===== src/rtl/fifo_pkg.sv =====
// fifo_pkg
// Shared constants and elaboration-time helpers for the parametrised
// synchronous FIFO: read-mode selectors and pointer/address width functions.
package fifo_pkg;

  // Read-mode selectors for the FWFT parameter.
  localparam int FWFT_OFF = 0;  // registered read, 1-cycle latency
  localparam int FWFT_ON  = 1;  // head entry shown on data_out while non-empty

  // Memory address width for a given depth.
  function automatic int addr_width(input int depth);
    return $clog2(depth);
  endfunction

  // Pointer width: one extra MSB beyond the address so that a full FIFO
  // (pointers differ by DEPTH) is distinguishable from an empty one.
  function automatic int ptr_width(input int depth);
    return $clog2(depth) + 1;
  endfunction

  function automatic bit is_pow2(input int n);
    return (n >= 2) && ((n & (n - 1)) == 0);
  endfunction

endpackage


===== src/rtl/fifo_mem.sv =====
// fifo_mem
// Simple dual-port storage array, DATA_W x DEPTH.
// Synchronous write on the rising clock edge, asynchronous (combinational)
// read. Contents are never reset.
//   clk   : clock
//   we    : write enable
//   waddr : write address
//   wdata : write data
//   raddr : read address
//   rdata : read data, combinational from raddr
module fifo_mem
  import fifo_pkg::*;
#(
  parameter int DATA_W = 8,
  parameter int DEPTH  = 16,
  parameter int ADDR_W = addr_width(DEPTH)
) (
  input  logic              clk,
  input  logic              we,
  input  logic [ADDR_W-1:0] waddr,
  input  logic [DATA_W-1:0] wdata,
  input  logic [ADDR_W-1:0] raddr,
  output logic [DATA_W-1:0] rdata
);

  logic [DATA_W-1:0] mem [DEPTH];

  always_ff @(posedge clk) begin
    if (we) begin
      mem[waddr] <= wdata;
    end
  end

  assign rdata = mem[raddr];

endmodule


===== src/rtl/fifo_sync_param.sv =====
// fifo_sync_param
// Parametrised single-clock FIFO with occupancy count, almost-full /
// almost-empty thresholds, overflow/underflow pulses and an optional
// first-word-fall-through read mode.
//   clk          : clock, all logic on rising edge
//   rst          : synchronous active-high reset
//   wr_en        : write request, accepted when !full
//   data_in      : write data
//   rd_en        : read request (pop in FWFT mode), accepted when !empty
//   data_out     : read data (registered, or head entry in FWFT mode)
//   full/empty   : count == DEPTH / count == 0
//   almost_full  : count >= AF_THRESH
//   almost_empty : count <= AE_THRESH
//   count        : occupancy, 0..DEPTH
//   overflow     : one-cycle pulse after a write request while full
//   underflow    : one-cycle pulse after a read request while empty
module fifo_sync_param
  import fifo_pkg::*;
#(
  parameter int DATA_W    = 8,
  parameter int DEPTH     = 16,
  parameter int AF_THRESH = DEPTH - 2,
  parameter int AE_THRESH = 2,
  parameter int FWFT      = FWFT_OFF
) (
  input  logic                     clk,
  input  logic                     rst,
  input  logic                     wr_en,
  input  logic [DATA_W-1:0]        data_in,
  input  logic                     rd_en,
  output logic [DATA_W-1:0]        data_out,
  output logic                     full,
  output logic                     empty,
  output logic                     almost_full,
  output logic                     almost_empty,
  output logic [$clog2(DEPTH):0]   count,
  output logic                     overflow,
  output logic                     underflow
);

  localparam int ADDR_W = addr_width(DEPTH);
  localparam int PTR_W  = ptr_width(DEPTH);

  localparam logic [PTR_W-1:0] DEPTH_C = PTR_W'(DEPTH);
  localparam logic [PTR_W-1:0] AF_C    = PTR_W'(AF_THRESH);
  localparam logic [PTR_W-1:0] AE_C    = PTR_W'(AE_THRESH);

  if (!is_pow2(DEPTH)) begin : g_bad_depth
    $error("fifo_sync_param: DEPTH must be a power of two >= 2");
  end
  if (DATA_W < 1) begin : g_bad_width
    $error("fifo_sync_param: DATA_W must be >= 1");
  end
  if (AF_THRESH < 1 || AF_THRESH > DEPTH) begin : g_bad_af
    $error("fifo_sync_param: AF_THRESH must be in 1..DEPTH");
  end
  if (AE_THRESH < 0 || AE_THRESH > DEPTH - 1) begin : g_bad_ae
    $error("fifo_sync_param: AE_THRESH must be in 0..DEPTH-1");
  end
  if (FWFT != FWFT_OFF && FWFT != FWFT_ON) begin : g_bad_fwft
    $error("fifo_sync_param: FWFT must be 0 or 1");
  end

  logic [PTR_W-1:0]  wr_ptr, rd_ptr;
  logic [PTR_W-1:0]  wr_ptr_nxt, rd_ptr_nxt, count_nxt;
  logic              wr_acc, rd_acc, mem_we;
  logic [DATA_W-1:0] rd_data, dout_q;

  // Requests are qualified by the registered flags of the current cycle.
  assign wr_acc = wr_en && !full;
  assign rd_acc = rd_en && !empty;
  assign mem_we = wr_acc && !rst;

  // Occupancy is the pointer distance; the extra MSB keeps DEPTH distinct
  // from 0, so the modular subtraction is exact over 0..DEPTH.
  always_comb begin
    wr_ptr_nxt = wr_ptr + {{(PTR_W-1){1'b0}}, wr_acc};
    rd_ptr_nxt = rd_ptr + {{(PTR_W-1){1'b0}}, rd_acc};
    count_nxt  = wr_ptr_nxt - rd_ptr_nxt;
  end

  fifo_mem #(
    .DATA_W (DATA_W),
    .DEPTH  (DEPTH),
    .ADDR_W (ADDR_W)
  ) u_mem (
    .clk   (clk),
    .we    (mem_we),
    .waddr (wr_ptr[ADDR_W-1:0]),
    .wdata (data_in),
    .raddr (rd_ptr[ADDR_W-1:0]),
    .rdata (rd_data)
  );

  always_ff @(posedge clk) begin
    if (rst) begin
      wr_ptr       <= '0;
      rd_ptr       <= '0;
      count        <= '0;
      full         <= 1'b0;
      empty        <= 1'b1;
      almost_full  <= 1'b0;
      almost_empty <= 1'b1;
      overflow     <= 1'b0;
      underflow    <= 1'b0;
      dout_q       <= '0;
    end else begin
      wr_ptr       <= wr_ptr_nxt;
      rd_ptr       <= rd_ptr_nxt;
      count        <= count_nxt;
      full         <= (count_nxt == DEPTH_C);
      empty        <= (count_nxt == '0);
      almost_full  <= (count_nxt >= AF_C);
      almost_empty <= (count_nxt <= AE_C);
      overflow     <= wr_en && full;
      underflow    <= rd_en && empty;
      if (rd_acc) begin
        dout_q <= rd_data;
      end
    end
  end

  // In FWFT mode the head entry is shown directly while non-empty; when empty
  // the output falls back to the last registered value (zero after reset).
  assign data_out = (FWFT == FWFT_ON && !empty) ? rd_data : dout_q;

endmodule


===== config.mk =====
export PLATFORM = sky130hd
export DESIGN_NAME = fifo_sync_param
export DESIGN_NICKNAME = d
export VERILOG_FILES = /design/src/rtl/fifo_pkg.sv /design/src/rtl/fifo_mem.sv /design/src/rtl/fifo_sync_param.sv
export SDC_FILE = /design/constraint.sdc
export NUM_CORES = 1
export LEC_CHECK = 0
export BUFFER_PORTS_ARGS = -buffer_cell sky130_fd_sc_hd__buf_2
export CORE_UTILIZATION = 45
export CTS_CLUSTER_DIAMETER = 30
export DETAILED_ROUTE_END_ITERATION = 10
export PLACE_DENSITY = 0.68
export SLEW_MARGIN = 30
export SYNTH_ARGS = -nofsm -noshare
export SYNTH_HDL_FRONTEND = slang
export SYNTH_SLANG_ARGS = --single-unit

===== constraint.sdc =====
create_clock -name clk -period 7.6 [get_ports clk]
set_clock_uncertainty 0.1 [all_clocks]
set_input_delay 0.38 -clock clk [delete_from_list [all_inputs] [get_ports clk]]
set_output_delay 0.38 -clock clk [all_outputs]
set_load 0.01 [all_outputs]

==> impl_results.md, run 1 <==
- Compound-Gate Fraction of Synth Area: 0.0418
- Syn_nets: ~370
- Skew-Pair Late Insertion Delay: about 0.42 ns
- Total track usage: 0.181
- Final Critical Period: approximately 3.3 ns
- Grt ovf: 0
- Synth Area in Simple Gates: 0.0552
- Drt initial violations: 257
- Slowest Stage Delay on Critical Path: 0.56 ns
- Die ar.: roughly 14000 sq um
- Psw: 0.497 mW
- Power per cell area: about 300 nW/um^2
- Routed length per instance: 20.2 um
- DR vias: between 3k and 4k
- Final std cells w/o fill: approximately 570
- Final setup violating endpoints: 0
- Mux cell area share after synthesis: 0.119
- Leak: 2.35 nW
- Initial Utilization: 0.461
- Reg power frac: 0.466
- Commonest non-fill, non-tap cell in the layout: edfxtp_1
- Final net count: 404
- CTS tree: yes
- Num CTS Buffers: 17
- Layout area overhead: 15.4%
- Worst Path Arrival: ~3.5 ns
- Crit end category: register
- Part of the power in combinational logic: 0.141
- Pint: roughly 1.6 mW
- Port Buffers: 30
- Mapped Area: between 6000 and 7000 sq um
- Setup TNS: 0 ns
- M3 GR Usage: 0.0516
- Cell family with most CP delay: simple AND/OR/NAND/NOR gates
- #FFs+latches synth: roughly 160
- GPL Wtd Cong: around 0.78
- Share of cells above drive strength 1: 0.267
- Max Clk Rate: about 300 MHz
- Final core occ: 0.532
- Post-CTS Hold Fix Bufs: 0
- Status: complete, no violations
- Crit path buffers/inverters: 1
- Final hold violation count: 0
- RSZ-0062 raised after global routing: no
- Sink Count: approximately 160
- Crit-path cells: nand2b_1 -> inv_1 -> ha_1 -> ha_1 -> xnor2_1 -> ha_1 -> or2_2 -> a311oi_2 -> xnor2_1 -> nor2_2 -> and4_1
- Slew HR: 0.387
- Worst-margin pin slew: 0.916 ns
- Die height: 118 um
- Clk buf depth: 2
- Clk network pwr share: 0.393
- CP dominant cell by count: ha_1
- Clock transition at the registers of the reported paths: approximately 0.06 ns
- DPL Wire Length: a little over 7000 um
- DRT antenna net count: 0
- Sw Share: 0.235
- Core area: between 10000 and 15000 sq um
- Max-slew violation count: 0
- Unique masters post-synth: 32
- Die X-Extent: 118 um
- Yosys warns: 0
- CP max FO: 17
- Sequential area share after synthesis: 0.728
- MaxCap Viol Count: 0
- ANT cells: 0
- First-pass GRT wire length: 18100 um
- Final worst path period share: 0.431
- Post-synthesis xor/xnor area fraction: 0.0214
- Vias in the first global route: roughly 3.3k
- Largest net degree at the start of global routing: 35
- CP Data Required Time: about 8 ns
- First drt pass iteration count: 4
- Largest family of logic cells by synthesized area: multiplexers
- Clock root cell: clkbuf_16
- Met1 usage: 0.225
- Hold/Removal Path Class: primary input to register
- Peak VDD IR: ~0.18 mV
- # DRC: 0
- FP Rows: 42
- Vias per std cell: approximately 5.5
- CP Launch Type: register
- Leading cell types in the layout, fill and taps excluded: edfxtp_1 (128), nor2_1 (34), mux4_2 (32), buf_2 (30), dfxtp_1 (28)
- Synthesized area per cell: about 18 sq um
- Post-CTS setup buffers: 0
- CTS resizes: 0
- CP max stage cell: nand2b_1
- WS Path Type: register to register
- GRT met2 Usage: 0.299
- Final wirelength: ~12000 um
- # fillers: about 1.0k
- Gr busiest metal: met2
- Initial antenna violation count: 0
- Mapped Cells: 347
- CTS H-tree lvls: 4
- DP Cell Count: between 500 and 600
- I/O pins: 31
- Adder-cell share of the synthesized area: 0.0198
## routing by layer
metal	share of wire	routed length (um)
met3	0.062	719
met1	0.42	4810
met4	0.012	136
met2	0.51	5900
met5	0	0
## cells in the mapped netlist
cell	instances	area, sq um
clkbuf_1	10	37.5
or3_1	2	12.5
ha_1	8	100
xnor2_1	8	70.1
a41o_1	1	10.0
and3_1	1	6.26
nor3_1	5	25.0
a31o_2	1	8.76
nand2b_1	5	31.3
nor2_2	1	6.26
o21ai_0	1	5.00
edfxtp_1	128	3840
xnor2_2	1	16.3
maj3_1	2	20.0
nand3_1	6	30.0
nor2b_1	6	37.5
buf_1	4	15.0
inv_1	6	22.5
xor2_1	5	43.8
mux4_2	32	721
a311oi_2	1	15.0
nand2_1	5	18.8
dfxtp_1	29	581
and2_1	1	6.26
nor2_1	37	139
or2_2	1	6.26
a22oi_1	16	120
and2b_1	1	7.51
buf_2	4	20.0
o311a_1	1	10.0
a21oi_1	17	85.1
and4_1	1	8.76
## path summary, 6_finish.rpt
check,from,to,slack (ns),cells past startpoint
worst max register to register,empty,full,4.33,11
worst min-delay path,wr_en,overflow,0.10,3
worst max-delay path,empty,full,4.33,11
worst min register to register,full,overflow,0.35,2
## metrics by stage
stage	setup WS [ns]	hold slack (ns)	power, mW	cell area [sq um]
2_1_floorplan	4.44	0.361	1.22	6080
3_3_place_gp	4.34	0.333	1.30	6420
3_5_place_dp	4.22	0.341	1.31	6420
4_1_cts	4.31	0.0877	2.13	7010
5_1_grt	4.05	0.108	2.20	7010
6_report	4.33	0.101	2.12	7010
## power groups by stage
stage	clock (mW)	combinational [mW]	sequential, mW
global route	0.877	0.329	0.989
global placement	0	0.297	1.00
detailed placement	0	0.301	1.00
floorplan	0	0.209	1.01
CTS	0.843	0.302	0.986
finish	0.832	0.298	0.986
## layout make-up
type | instances | area [sq um] | area share
Sequential cell | 157 | 4430 | 0.631
Clock inverter | 13 | 149 | 0.0212
Multi-Input combinational cell | 166 | 1570 | 0.224
Timing Repair Buffer | 36 | 195 | 0.0278
Inverter | 6 | 22.5 | 0.00321
Tap cell | 176 | 220 | 0.0314
Clock buffer | 19 | 433 | 0.0617
## flip-flops by register name, summed over array words and instances (netlist names)
name / flops
overflow: 1
full: 1
almost_full: 1
wr_ptr: 5
almost_empty: 1
count: 5
underflow: 1
empty: 1
u_mem.mem: 128
rd_ptr: 5
data_out: 8
## cell families after synthesis
| kind of cell | count (synthesis) |
|---|---|
| AO/OA/AOI/OAI | 38 |
| buffers and inverters | 24 |
| multiplexers | 32 |
| flip-flops | 157 |
| XOR/XNOR | 14 |
| AND/OR/NAND/NOR | 72 |
| adder cells (fa/ha/maj) | 10 |
## worst register-to-register path, cell delays in order, from the launching register on
cell      delay, ns
dfxtp_1        0.34
nand2b_1       0.56
inv_1          0.11
ha_1           0.24
ha_1           0.33
xnor2_1        0.15
ha_1           0.21
or2_2          0.34
a311oi_2       0.30
xnor2_1        0.25
nor2_2         0.06
and4_1         0.20
(Power assumes the default switching activity.)
==> run 2, diff against run 1 <==
- PLACE_DENSITY: 0.68 -> 0.7
- clock period: 7.6 -> 2.9 ns (I/O delays scaled with it)
==> run 2 against run 1 <==
Effect of this change:
- clock power rose to 2.5 times the previous value
- combinational power rose to 2.7 times the previous value
- core utilization up 0.99 points
==> impl_results.md, run 2 (synthesis results as in run 1) <==
- GPL Wtd Cong: between 0.8 and 0.9
- Worst Path Arrival: a little under 3 ns
- Min Hold Slack: 0.0137 ns
- # DRC: 0
- Crit end category: register
- Setup TNS: 0 ns
- Max-slew violation count: 0
- Total track usage: 0.183
- Skew-Pair Late Insertion Delay: approximately 0.42 ns
- Final worst path period share: 0.958
- Routed length per instance: between 15 and 20 um
- CP Data Required Time: roughly 3.1 ns
- Initial antenna violation count: 0
- Largest register FFs: between 100 and 150
- Final Critical Period: between 2 and 3 ns
- CP Launch Type: primary input
- Top reg by flops: u_mem.mem
- Clock root cell: clkbuf_16
- ANT cells: 0
- Share of cells above drive strength 1: 0.292
- Clk buf depth: 2
- WS Path Type: primary input to register
- Largest net degree at the start of global routing: 33
- CP max FO: 4
- Vias per std cell: about 5.4
- I/O pins: 31
- Final setup violating endpoints: 0
- Hold/Removal Path Class: primary input to register
- Die height: 118 um
- Leak: about 2.4 nW
- Vias in the first global route: about 3.4k
- First-pass GRT wire length: 18300 um
- Port Buffers: 30
- DPL Wire Length: approximately 7400 um
- Slowest Stage Delay on Critical Path: between 0.5 and 0.6 ns
- Final wirelength: 11700 um
- Slew HR: 0.456
- Die X-Extent: around 120 um
- Status: complete, no violations
- Core area: 13200 sq um
- Die ar.: around 14000 sq um
- Clock transition at the registers of the reported paths: 0.06 ns
- CP max stage cell: dlygate4sd3_1
- Final hold violation count: 0
- Final net count: ~420
- Peak VDD IR: roughly 0.54 mV
- FP Rows: 42
- Crit-path cells: dlygate4sd3_1 -> buf_2 -> nor2b_2 -> ha_1 -> ha_1 -> xnor2_1 -> ha_1 -> o311a_1 -> a311oi_2 -> xnor2_2 -> nor2_2 -> and4_1
- CTS tree: yes
- Commonest non-fill, non-tap cell in the layout: edfxtp_1
- MaxCap Viol Count: 0
- RSZ-0062 raised after global routing: no
- Num CTS Buffers: 17
- Layout area overhead: 17.5%
- Max Clk Rate: about 360 MHz
- Leading cell types in the layout, fill and taps excluded: edfxtp_1 (128), nor2_1 (37), mux4_2 (32), buf_2 (30), dfxtp_1 (27)
- Final std cells w/o fill: 590
- Sink Count: around 160
- Grt ovf: 0
- Power per cell area: 771 nW/um^2
- Worst-margin pin slew: just over 0.8 ns
- Final core occ: 0.542
- Drt initial violations: around 180
- First drt pass iteration count: 4
- CP dominant cell by count: ha_1
- CTS H-tree lvls: 4
- Initial Utilization: 0.461
- DRT antenna net count: 0
- DP Cell Count: roughly 560
- DR vias: ~3.2k
[run 2: where the power goes]
group | switching [mW] | internal, mW
logic | 0.431 | 0.378
registers | 0.0431 | 2.54
clock network | 0.855 | 1.27
total | 1.33 | 4.18
[run 2: final timing paths]
kind	from	end	slack, ns	cells after the start
max reg2reg	empty	full	0.21	11
max	wr_en	full	0.12	12
min reg2reg	empty	underflow	0.35	2
min	data_in[4]	u_mem.mem[2][4]	0.01	1
[run 2: layer usage]
layer,global-route usage,vias up,share of wire
met5,0,-,0
met4,0.0729,0,0.012
met3,0.0497,13,0.060
met2,0.305,93,0.51
met1,0.228,1620,0.42
li1,-,1456,-
[run 2: layout make-up]
cell class / count / area (sq um)
clock inverters: 14 / 146
repair buffers: 53 / 328
multi-input cells: 166 / 1570
inverters: 6 / 22.5
clock buffers: 18 / 429
well taps: 176 / 220
flip-flops and latches: 157 / 4430
fillers: 1033 / 6050
[run 2: per-stage QoR]
stage	total power, mW	worst slack [ns]	cell area, sq um
5_1_grt	5.72	0.0211	7140
6_report	5.51	0.123	7140
2_1_floorplan	3.21	0.0248	6100
3_3_place_gp	3.42	0.256	6550
3_5_place_dp	3.44	0.161	6550
4_1_cts	5.56	0.115	7140
[run 2: timing repair]
| action | 4_1_cts | 5_1_grt |
|---|---|---|
| hold buffers | 2 | 0 |
| hold endpoints to repair | 2 | 0 |
| buffers inserted | 0 | 0 |
| gates resized for setup | 0 | 1 |
| endpoints found under the setup margin | 0 | 1 |
[run 2: worst max-delay path: cells and delay by family]
kind	cells	cell delay, ns
fa+ha+maj	3	0.74
compound gates	2	0.67
buf+inv	2	0.65
simple gates	3	0.42
xor+xnor	2	0.34
